--- config.mk ---
export PLATFORM = sky130hd
export DESIGN_NAME = dmem_lsu
export DESIGN_NICKNAME = d
export VERILOG_FILES = /design/src/rtl/lsu_pkg.sv /design/src/rtl/lsu_align.sv /design/src/rtl/dmem_lsu.sv
export SDC_FILE = /design/constraint.sdc
export NUM_CORES = 1
export LEC_CHECK = 0
export BUFFER_PORTS_ARGS = -buffer_cell sky130_fd_sc_hd__buf_2
export CORE_ASPECT_RATIO = 2
export CORE_UTILIZATION = 45
export CTS_CLUSTER_DIAMETER = 50
export CTS_CLUSTER_SIZE = 20
export DETAILED_ROUTE_END_ITERATION = 10
export HOLD_SLACK_MARGIN = 0.02
export MAX_ROUTING_LAYER = met4
export PLACE_DENSITY = 0.63
export SLEW_MARGIN = 20
export SYNTH_ARGS = -nofsm -noshare
export SYNTH_HDL_FRONTEND = slang
export SYNTH_SLANG_ARGS = --single-unit
--- constraint.sdc ---
create_clock -name clk -period 8 [get_ports clk]
set_input_delay 0.8 -clock clk [delete_from_list [all_inputs] [get_ports clk]]
set_output_delay 0.8 -clock clk [all_outputs]
set_load 0.005 [all_outputs]
--- src/rtl/lsu_pkg.sv ---
// Shared definitions for the data-memory load/store unit: RV32I funct3 codes,
// FSM states and the dmem geometry.
package lsu_pkg;

    localparam int DEF_ADDR_W = 11;
    localparam int DMEM_WORDS = 2 ** (DEF_ADDR_W - 2);

    localparam logic [2:0] F3_B  = 3'b000;
    localparam logic [2:0] F3_H  = 3'b001;
    localparam logic [2:0] F3_W  = 3'b010;
    localparam logic [2:0] F3_BU = 3'b100;
    localparam logic [2:0] F3_HU = 3'b101;

    typedef enum logic [1:0] {
        ST_IDLE,
        ST_ACC0,
        ST_ACC1,
        ST_RESP
    } lsu_state_e;

    // Stores have no unsigned variants, so BU/HU are only legal for loads.
    function automatic logic f3_legal(input logic we, input logic [2:0] f3);
        logic ok;
        ok = (f3 == F3_B) || (f3 == F3_H) || (f3 == F3_W);
        if (!we) begin
            ok = ok || (f3 == F3_BU) || (f3 == F3_HU);
        end
        return ok;
    endfunction

endpackage

--- src/rtl/lsu_align.sv ---
// Byte-lane steering for the LSU: store mask/data shift into a two-word window
// and load extraction plus sign/zero extension from that same window.
module lsu_align
    import lsu_pkg::*;
(
    input  logic [2:0]  funct3_i,
    input  logic [1:0]  offset_i,
    input  logic [31:0] wdata_i,
    input  logic [31:0] hi_i,
    input  logic [31:0] lo_i,
    output logic        span_o,
    output logic [7:0]  mask_o,
    output logic [63:0] sdata_o,
    output logic [31:0] rdata_o
);

    logic [2:0]  size;
    logic [2:0]  endByte;
    logic [7:0]  baseMask;
    logic [63:0] window;

    always_comb begin
        size     = 3'd4;
        baseMask = 8'h0F;
        case (funct3_i[1:0])
            2'b00:   begin size = 3'd1; baseMask = 8'h01; end
            2'b01:   begin size = 3'd2; baseMask = 8'h03; end
            default: begin size = 3'd4; baseMask = 8'h0F; end
        endcase

        endByte = {1'b0, offset_i} + size;
        span_o  = endByte > 3'd4;
        mask_o  = baseMask << offset_i;
        sdata_o = {32'b0, wdata_i} << {offset_i, 3'b000};

        window = {hi_i, lo_i} >> {offset_i, 3'b000};
        case (funct3_i)
            F3_B:    rdata_o = {{24{window[7]}}, window[7:0]};
            F3_H:    rdata_o = {{16{window[15]}}, window[15:0]};
            F3_BU:   rdata_o = {24'b0, window[7:0]};
            F3_HU:   rdata_o = {16'b0, window[15:0]};
            default: rdata_o = window[31:0];
        endcase
    end

endmodule

--- src/rtl/dmem_lsu.sv ---
// Load/store unit driving a word-addressed dmem; splits word-crossing accesses
// into two word transactions and returns a one-cycle response pulse.
module dmem_lsu
    import lsu_pkg::*;
#(
    parameter logic [31:0] BASE_ADDR = 32'h0000_0000,
    parameter int          ADDR_W    = 11
) (
    input  logic              clk,
    input  logic              rst_n,
    input  logic              req_valid,
    output logic              req_ready,
    input  logic              req_we,
    input  logic [2:0]        req_funct3,
    input  logic [31:0]       req_addr,
    input  logic [31:0]       req_wdata,
    output logic              rsp_valid,
    output logic [31:0]       rsp_rdata,
    output logic              rsp_err,
    output logic [ADDR_W-1:0] mem_addr,
    output logic [31:0]       mem_wdata,
    output logic [3:0]        mem_be,
    output logic              mem_wren,
    input  logic [31:0]       mem_rdata
);

    lsu_state_e        state_q;
    logic              we_q;
    logic [2:0]        funct3_q;
    logic [1:0]        off_q;
    logic [31:0]       wdata_q;
    logic [31:0]       lo_q;
    logic [31:0]       hi_q;
    logic              rsp_valid_q;
    logic [31:0]       rsp_rdata_q;
    logic              rsp_err_q;
    logic [ADDR_W-1:0] mem_addr_q;
    logic [31:0]       mem_wdata_q;
    logic [3:0]        mem_be_q;
    logic              mem_wren_q;

    logic        idle;
    logic [2:0]  alignF3;
    logic [1:0]  alignOff;
    logic [31:0] alignWdata;
    logic [31:0] alignHi;
    logic [31:0] alignLo;
    logic        span;
    logic [7:0]  mask;
    logic [63:0] sdata;
    logic [31:0] alignRdata;
    logic        reqError;

    // In IDLE the aligner looks at the incoming request so ACC0 lanes can be
    // registered on the accept edge; afterwards it works from the captured copy.
    assign idle       = (state_q == ST_IDLE);
    assign alignF3    = idle ? req_funct3 : funct3_q;
    assign alignOff   = idle ? req_addr[1:0] : off_q;
    assign alignWdata = idle ? req_wdata : wdata_q;
    assign alignLo    = (state_q == ST_ACC0) ? mem_rdata : lo_q;
    assign alignHi    = (state_q == ST_ACC1) ? mem_rdata : hi_q;

    lsu_align u_align (
        .funct3_i (alignF3),
        .offset_i (alignOff),
        .wdata_i  (alignWdata),
        .hi_i     (alignHi),
        .lo_i     (alignLo),
        .span_o   (span),
        .mask_o   (mask),
        .sdata_o  (sdata),
        .rdata_o  (alignRdata)
    );

    assign reqError = (req_addr[31:ADDR_W] != BASE_ADDR[31:ADDR_W])
                   || !f3_legal(req_we, req_funct3)
                   || (span && (&req_addr[ADDR_W-1:2]));

    always_ff @(posedge clk or negedge rst_n) begin
        if (!rst_n) begin
            state_q     <= ST_IDLE;
            we_q        <= 1'b0;
            funct3_q    <= 3'b0;
            off_q       <= 2'b0;
            wdata_q     <= 32'b0;
            lo_q        <= 32'b0;
            hi_q        <= 32'b0;
            rsp_valid_q <= 1'b0;
            rsp_rdata_q <= 32'b0;
            rsp_err_q   <= 1'b0;
            mem_addr_q  <= '0;
            mem_wdata_q <= 32'b0;
            mem_be_q    <= 4'b0;
            mem_wren_q  <= 1'b0;
        end else begin
            rsp_valid_q <= 1'b0;
            rsp_rdata_q <= 32'b0;
            rsp_err_q   <= 1'b0;
            mem_addr_q  <= '0;
            mem_wdata_q <= 32'b0;
            mem_be_q    <= 4'b0;
            mem_wren_q  <= 1'b0;
            case (state_q)
                ST_IDLE: begin
                    if (req_valid) begin
                        we_q     <= req_we;
                        funct3_q <= req_funct3;
                        off_q    <= req_addr[1:0];
                        wdata_q  <= req_wdata;
                        if (reqError) begin
                            state_q     <= ST_RESP;
                            rsp_valid_q <= 1'b1;
                            rsp_err_q   <= 1'b1;
                        end else begin
                            state_q     <= ST_ACC0;
                            mem_addr_q  <= {req_addr[ADDR_W-1:2], 2'b00};
                            mem_be_q    <= mask[3:0];
                            mem_wdata_q <= sdata[31:0];
                            mem_wren_q  <= req_we;
                        end
                    end
                end
                ST_ACC0: begin
                    if (!we_q) begin
                        lo_q <= mem_rdata;
                    end
                    if (span) begin
                        state_q     <= ST_ACC1;
                        mem_addr_q  <= mem_addr_q + ADDR_W'(4);
                        mem_be_q    <= mask[7:4];
                        mem_wdata_q <= sdata[63:32];
                        mem_wren_q  <= we_q;
                    end else begin
                        state_q     <= ST_RESP;
                        rsp_valid_q <= 1'b1;
                        rsp_rdata_q <= we_q ? 32'b0 : alignRdata;
                    end
                end
                ST_ACC1: begin
                    if (!we_q) begin
                        hi_q <= mem_rdata;
                    end
                    state_q     <= ST_RESP;
                    rsp_valid_q <= 1'b1;
                    rsp_rdata_q <= we_q ? 32'b0 : alignRdata;
                end
                default: begin
                    state_q <= ST_IDLE;
                end
            endcase
        end
    end

    assign req_ready = idle;
    assign rsp_valid = rsp_valid_q;
    assign rsp_rdata = rsp_rdata_q;
    assign rsp_err   = rsp_err_q;
    assign mem_addr  = mem_addr_q;
    assign mem_wdata = mem_wdata_q;
    assign mem_be    = mem_be_q;
    assign mem_wren  = mem_wren_q;

endmodule

# Yosys cells after proc, flatten, opt, wreduce, memory -nomap -nowiden
# Cells that the tools add are included.
# classes
n_addsub	2
order_cmp	1
eq_ne	11
shifts	3
muxes	37
bitwise_logic	1
reduce_logical	17
# op_table
cell	n
32-bit two-way mux	8
32-bit case mux with 2 select lines	2
32-bit case mux with 4 select lines	1
32-bit by 5-bit << shifter with 64-bit output	1
64-bit by 5-bit right shift with 32-bit output	1
11-bit two-way mux	3
11-bit case mux with 2 select lines	1
21-bit nonzero test	1
4-bit case mux with 2 select lines	2
3-bit == test (second input constant)	4
4-bit two-way mux	3
11-bit by 3-bit adder with 11-bit output (second input constant)	1
1-bit two-way mux	9
9-bit AND reduction	1
4-bit by 2-bit << shifter with 8-bit output	1
3-bit by 1-bit == test with 1-bit output (second input constant)	2
3-bit zero test	2
1-bit logical OR	6
2-bit two-way mux	3
2-bit case mux with 3 select lines	1
3-bit case mux with 2 select lines	1
2-bit AND reduction	3
2-bit by 1-bit == test with 1-bit output (second input constant)	2
2-bit zero test	2
other kinds (11)	11
# word_totals
ff_bits	186
input_bits	103
out_inout_bits	83
elab_cells	86

# Depth between registers and ports, before layout
# Gate-level depths: netlist of run 1.
# logic_depth
depth_word	12
mapped_depth	15

# Cells and area by module
# A second synthesis of run 1 with hierarchy kept.
# unflattened
cells_unflattened	813
area_unflattened_um2	10193.5
# modules_own_cells
mod	instances	cells_per_inst	area_each_um2	seq_area_each_um2
dmem_lsu	1	565	8114.0	4604.4
lsu_align	1	248	2079.5	0.0

# Worst setup path before layout of run 1
# OpenSTA, ideal clock, no wires.
# synth_timing
path_kind	input to register
from	input req_addr[0]
to	register mem_be_q[1], in the netlist mem_be[1]
arrival_ns	3.556
required_ns	7.905
path_slack_ns	4.348
stages	13
n_path_buf	5
cell_sequence	buf_2 > mux2_1 > buf_6 > buf_2 > clkbuf_1 > ha_1 > inv_1 > fa_1 > nor2b_1 > nor4_4 > clkbuf_1 > nand2_1 > o31ai_1
# synth_via
elab_chain_len	8
elab_cells_between_ends	10
# synth_rtl
item	line_no	text
start, declared	dmem_lsu.sv:15	input logic [31:0] req_addr,
2-bit two-way mux *	dmem_lsu.sv:58	assign alignOff = idle ? req_addr[1:0] : off_q;
2-bit by 3-bit adder with 3-bit output	lsu_align.sv:31	endByte = {1'b0, offset_i} + size;
3-bit greater-than comparator	lsu_align.sv:32	span_o = endByte > 3'd4;
1-bit logical AND	dmem_lsu.sv:77	|| (span && (&req_addr[ADDR_W-1:2]));
1-bit logical OR	dmem_lsu.sv:77	
4-bit two-way mux	dmem_lsu.sv:110	if (reqError) begin
4-bit two-way mux	dmem_lsu.sv:105	if (req_valid) begin
4-bit case mux with 2 select lines *	dmem_lsu.sv:103	case (state_q)
end signal, assigned	dmem_lsu.sv:117	mem_be_q <= mask[3:0];
end signal, assigned	dmem_lsu.sv:130	mem_be_q <= mask[7:4];
end, declared	dmem_lsu.sv:39	logic [3:0] mem_be_q;
# Mark *: on every way between the ends. The rest lies on a longest branch, timed or not.
# A chain may end at the register's enable or synchronous reset.

# Worst setup path after layout of run 1
# layout_timing
from	register state_q[0]
to	register mem_be_q[1], in the netlist mem_be[1]
# layout_via
elab_chain_len	11
elab_cells_between_ends	17
# layout_rtl
item	line_no	text
start, declared	dmem_lsu.sv:27	lsu_state_e state_q;
start signal, assigned	dmem_lsu.sv:81	state_q <= ST_IDLE;
start signal, assigned	dmem_lsu.sv:111	state_q <= ST_RESP;
start signal, assigned	dmem_lsu.sv:115	state_q <= ST_ACC0;
2-bit zero test	dmem_lsu.sv:56, dmem_lsu.sv:103	
3-bit two-way mux	dmem_lsu.sv:57	assign alignF3 = idle ? req_funct3 : funct3_q;
2-bit by 1-bit == test with 1-bit output / 2-bit zero test (equally long branches)	lsu_align.sv:25	case (funct3_i[1:0])
3-bit case mux with 2 select lines	lsu_align.sv:25	
2-bit by 3-bit adder with 3-bit output	lsu_align.sv:31	
3-bit greater-than comparator	lsu_align.sv:32	
1-bit logical AND	dmem_lsu.sv:77	
1-bit logical OR	dmem_lsu.sv:77	
4-bit two-way mux	dmem_lsu.sv:110	
4-bit two-way mux	dmem_lsu.sv:105	
4-bit case mux with 2 select lines *	dmem_lsu.sv:103	
# Marks and branches as above.

==> results.cfg, run 1 <==
[power]
ir_worst_vdd_mv = 0.204
pwr_density_cell_nw_per_um2 = 441
power.leakage_nw = 5.14

[cts]
cts_tree = done
clk_latency_ps = 440
path_clk_slew_ps = 70
clkSinkCount = 176
cts_resized = 0
htreeDepth = 4
cts_buffers = 17
clockRootBuffer = clkbuf_16
cts_setup_buffers = 0
clock_path_buffers = 2
postCtsHoldBufs = 0

[die]
core_um2 = 20500
die_w_um = 104
ios = 186
row_count = 74
initial_core_util_pct = 46.0
die_y_um = 206
dieArea_um2 = 21500

[final_layout]
regArea_um2 = 4400
post_route_cells_drive_above_1_share_pct = 37.5
syn_to_final_growth_pct = 17.8
layout.nets = 1107
final_util_pct = 54.1
fill_cells = 1839
multi_input_area_um2 = 4660

[grt]
met1_usage_pct = 27.4
grt_pass1_vias = 7453
grt.total_usage_pct = 25.5
grt_pass1_wl_um = 40300
antenna_found_initial = 2
busiest_layer = met2
grt_use_met3_pct = 4.19
use_met2_pct = 44.5
overflow = 0
grt_max_degree = 98

[job]
max-cap-violations = 0

[place]
dp_hpwl_um = 17900
routabilityCongestion = 0.863
io_buffers = 183

[critical_path]
cp.arrival_ps = 4770
crit_required_ps = 8320
cp_max_fo = 66
critPathCaptureType = flop
critPathKind = flop to flop
start_kind = flop

[detailed_routing]
vias = 7330
postRouteAntennaNets = 0
drtIter0Drc = 348
wl_per_cell_um = 20.3
via_per_inst = 5.74
firstDrtPassIters = 5
drc_errors = 0
wirelength_um = 26000

[sta]
max_freq_mhz = 224
worst_clock_skew_ps = 6.79
max_slew_margin_pct = 31.8
finalHoldViolCount = 0
period_share_pct = 55.7
finalWorstPathRequiredPeriod_ps = 4460
rsz0062_at_grt = no
setup-tns-final_ps = 0
slew_viol_final = 0
setup_viol = 0
worstMarginPinSlew_ps = 1020

[logic_synthesis]
netlist.area_leader.share_pct = 46.8
netlist_area_um2 = 9410
syn_avg_cell_area_um2 = 11.1
synth-seq-cells = 176
yosys-top-cells-area = dfrtp_1 (47%), mux2_2 (13%), mux2i_1 (6.4%)
synth_edf_count = 0
synth_cell_types = 56
yosys_warnings = 0
syn_inst = 845
async_flop_share_pct = 100
seq_area_frac_synth_pct = 46.8
synth_flop_cell = dfrtp_1
synth_top_area_cell = dfrtp_1

[outcome]
outcome = complete, no violations

[worst_hold_path]
min_path_type = input port to asynchronous set/reset pin
through the flow:
stage	total power, mW	hold WS (ps)	std cells	area, um^2	worst slack [ps]
after floorplan	3.37	474	846	9410	4350
after global placement	4.01	485	1242	10500	3190
after detailed placement	4.05	492	1242	10500	3060
after CTS	4.90	495	1274	11100	3040
after global routing	5.21	512	1277	11100	3170
final	4.89	456	1278	11100	3540
path summary, 6_finish.rpt:
| check | startpoint | endpoint | slack, ps | cells past startpoint |
|---|---|---|---|---|
| setup / recovery | state_q[0] | mem_be[1] | 3540 | 11 |
| hold / removal | rst_n | rsp_rdata[30] | 460 | 1 |
| setup reg to reg | state_q[0] | mem_be[1] | 3540 | 11 |
| hold reg to reg | lo_q[2] | lo_q[2] | 510 | 1 |
| max in group asynchronous | rst_n | wdata_q[13] | 6260 | 2 |
| min in group clk | lo_q[2] | lo_q[2] | 510 | 1 |
worst max-delay path, stage by stage, from the launching register on:
cell	delay [ps]
dfrtp_1	420
inv_1	140
ha_4	790
nand2b_1	110
o32ai_1	530
ha_1	270
inv_1	60
fa_1	470
xnor2_1	170
nand3_1	170
nand3_2	650
o31ai_1	530
cells by family after synthesis:
group	share of synthesized area (%)
xor gates and xnor gates	0.838
DFF	46.8
other	0.0399
AOI/OAI and AO/OA	12.2
muxes	25.0
adders and majority gates	1.14
buffers and inverters	4.02
and+or+nand+nor	9.99
routing by layer:
layer  wire length (um)  share of wire (%)  vias to the layer above
li1                   -                  -                     3373
met1               9370                 36                     3627
met2              14300                 55                      260
met3               1200                4.6                       70
met4               1120                4.3                        0
met5                  0                  0                        -
final cells by class:
class,instances,area share (%)
antenna,3,0.0678
clock buffer,17,3.84
clock inverter,15,1.50
inverter,26,0.926
multi-input combinational,585,42.0
sequential,176,39.8
tap,266,3.00
timing repair buffer,190,8.87
cell usage in the layout (no fill, tap or decap), types with 8 or more instances in the layout:
cell	Yosys	final
buf_2	19	182
dfrtp_1	176	176
nand2_1	119	118
mux2_2	109	110
mux2i_1	60	60
a21oi_1	34	34
nor2_1	26	26
inv_1	23	23
a211oi_1	21	21
o22ai_1	19	19
mux4_2	19	19
clkbuf_16	0	17
o21ai_0	16	16
nor2b_1	15	15
a22oi_1	15	15
nand3_1	11	11
a31oi_1	11	11
o31ai_1	10	10
o21a_1	9	9
o221ai_1	8	8
cell usage after synthesis (2+ instances only):
library cell    n
dfrtp_1       176
nand2_1       119
mux2_2        109
mux2i_1        60
a21oi_1        34
clkbuf_1       33
nor2_1         26
inv_1          23
a211oi_1       21
buf_2          19
mux4_2         19
o22ai_1        19
o21ai_0        16
a22oi_1        15
nor2b_1        15
a31oi_1        11
nand3_1        11
o31ai_1        10
o21a_1          9
o221ai_1        8
ha_1            7
nor3_1          7
a211oi_2        6
a311o_1         6
nand2b_1        5
nor4_1          5
xnor2_1         5
and2_1          4
mux2_4          4
nor3_2          4
xor2_1          4
buf_6           3
nand4_1         3
a311oi_1        2
buf_1           2
buf_4           2
inv_4           2
o211ai_1        2
or3_1           2
flip-flops by register name (all words and copies together), names as in the netlist:
signal and flops:
lo_q 32, mem_wdata 32, rsp_rdata 32, wdata_q 32, hi_q 24, mem_addr 9, mem_be 4, funct3_q 3
off_q 2, state_q 2, mem_wren 1, rsp_err 1, rsp_valid 1, we_q 1
power by group:
part	internal, mW	switching (mW)
Clock	0.446	0.401
Sequential	1.25	0.216
Combinational	1.13	1.45
Total	2.83	2.06
(Power assumes the default switching activity.)
==> run 2, diff against run 1 <==
Clock period 8 ns to 4.4 ns, I/O delays scaled along.
==> results.cfg, run 2 (synthesis gave the netlist of run 1 again) <==
[die]
row_count = 74
die_y_um = 206
die_w_um = 104
core_um2 = 20500
ios = 186
initial_core_util_pct = 46.0
dieArea_um2 = 21500

[final_layout]
syn_to_final_growth_pct = 18.1
regArea_um2 = 4400
final_common_cell = buf_2
fill_cells = 1875
layout.nets = 1115
layout_common_cells = buf_2 (182), dfrtp_1 (176), nand2_1 (118)
final_util_pct = 54.3
multi_input_area_um2 = 4660
fin_cells = 1284
post_route_cells_drive_above_1_share_pct = 37.9

[place]
pre_cts_ws_ps = 626
routabilityCongestion = 0.875
placedCellCount = 1251
io_buffers = 183
dp_hpwl_um = 19000

[sta]
slew_viol_final = 0
worstMarginPinSlew_ps = 1260
max_freq_mhz = 265
worst_slack_ps = 626
setup_viol = 0
finalHoldViolCount = 0
max_slew_margin_pct = 15.2
setup-tns-final_ps = 0
finalWorstPathRequiredPeriod_ps = 3770
rsz0062_at_grt = no
period_share_pct = 85.8
worst_clock_skew_ps = 11.9

[critical_path]
path_buf_inv = 2
rrSetupSlack_ps = 630
cp-endpoint = mem_wdata[10]
crit_family = adder cells
reg2reg_to = mem_wdata[10]
start_kind = flop
cp-startpoint = state_q[0]
r2r-start = state_q[0]
cp_cell_sequence = inv_1 -> ha_4 -> mux2_4 -> inv_4 -> fa_1 -> xnor2_1 -> nand3_1 -> nand3_2 -> o31ai_1
cp.depth = 9
critPathCaptureType = flop
r2r_cells = 9
crit_required_ps = 4720
cp_max_fo = 37
critPathKind = flop to flop
cp_slowest_cell = nand3_2
cp.arrival_ps = 4090
slowest_delay_ps = 680

[cts]
cts_resized = 0
clock_path_buffers = 2
clk_latency_ps = 440
cts_buffers = 17
clkSinkCount = 176
postCtsHoldBufs = 0
path_clk_slew_ps = 70
clockRootBuffer = clkbuf_16
cts_tree = done
htreeDepth = 4
cts_setup_buffers = 0

[grt]
grt_max_degree = 107
grt.total_usage_pct = 26.3
overflow = 0
antenna_found_initial = 1
grt_pass1_wl_um = 41100
grt_pass1_vias = 7495

[detailed_routing]
wirelength_um = 26900
drtIter0Drc = 259
firstDrtPassIters = 5
postRouteAntennaNets = 0
drc_errors = 0
wl_per_cell_um = 21.0
vias = 7291
via_per_inst = 5.68

[job]
max-cap-violations = 0

[power]
pwr_density_cell_nw_per_um2 = 806
ir_worst_vdd_mv = 0.442
totalPowerFinal_mw = 8.95
power.leakage_nw = 5.17

[outcome]
outcome = complete, no violations

[worst_hold_path]
min_path_type = input port to asynchronous set/reset pin
run 2: power breakdown:
part           switching (mW)  internal [mW]  total (mW)
Sequential              0.420           2.28        2.70
Clock                   0.667          0.813        1.48
Combinational            2.69           2.09        4.78
run 2: through the flow:
stage          hold slack, ps  area, um^2
3_3_place_gp              483       10500
5_1_grt                   212       11100
3_5_place_dp              490       10500
4_1_cts                   171       11100
2_1_floorplan             144        9410
6_report                  119       11100
run 2: metal layers:
layer	share of wire, %	wire length, um	track usage (%)	vias up
li1	-	-	-	3384
met1	36	9730	26.6	3615
met2	55	14700	46.9	216
met3	3.8	1010	4.10	76
met4	5.5	1470	17.4	0
met5	0	0	-	-
run 2: how the worst min path moves through the flow:
stage | from | endpoint | slack (ps) | cells after the start
floorplan | rst_n | funct3_q[0] | 140 | 0
global placement | wdata_q[4] | wdata_q[4] | 480 | 1
CTS | rst_n | hi_q[6] | 170 | 1
global route | rst_n | hi_q[22] | 210 | 1
finish | rst_n | hi_q[6] | 120 | 1
detailed placement | lo_q[3] | lo_q[3] | 490 | 1
run 2: cell type report:
cell class / count / area share [%]
timing repair buffer: 198 / 9.43
multi-input combinational: 585 / 41.9
sequential: 176 / 39.6
inverter: 26 / 0.924
clock buffer: 20 / 4.11
clock inverter: 12 / 0.957
tap: 266 / 3.00
antenna: 1 / 0.0225
run 2: worst register-to-register path: cells and delay by family (launching register included):
| kind | cells | cell delay, ps |
|---|---|---|
| buf+inv | 2 | 360 |
| compound gates | 1 | 560 |
| flops | 1 | 420 |
| xor+xnor | 1 | 170 |
| fa+ha+maj | 2 | 870 |
| mux | 1 | 430 |
| simple gates | 2 | 850 |
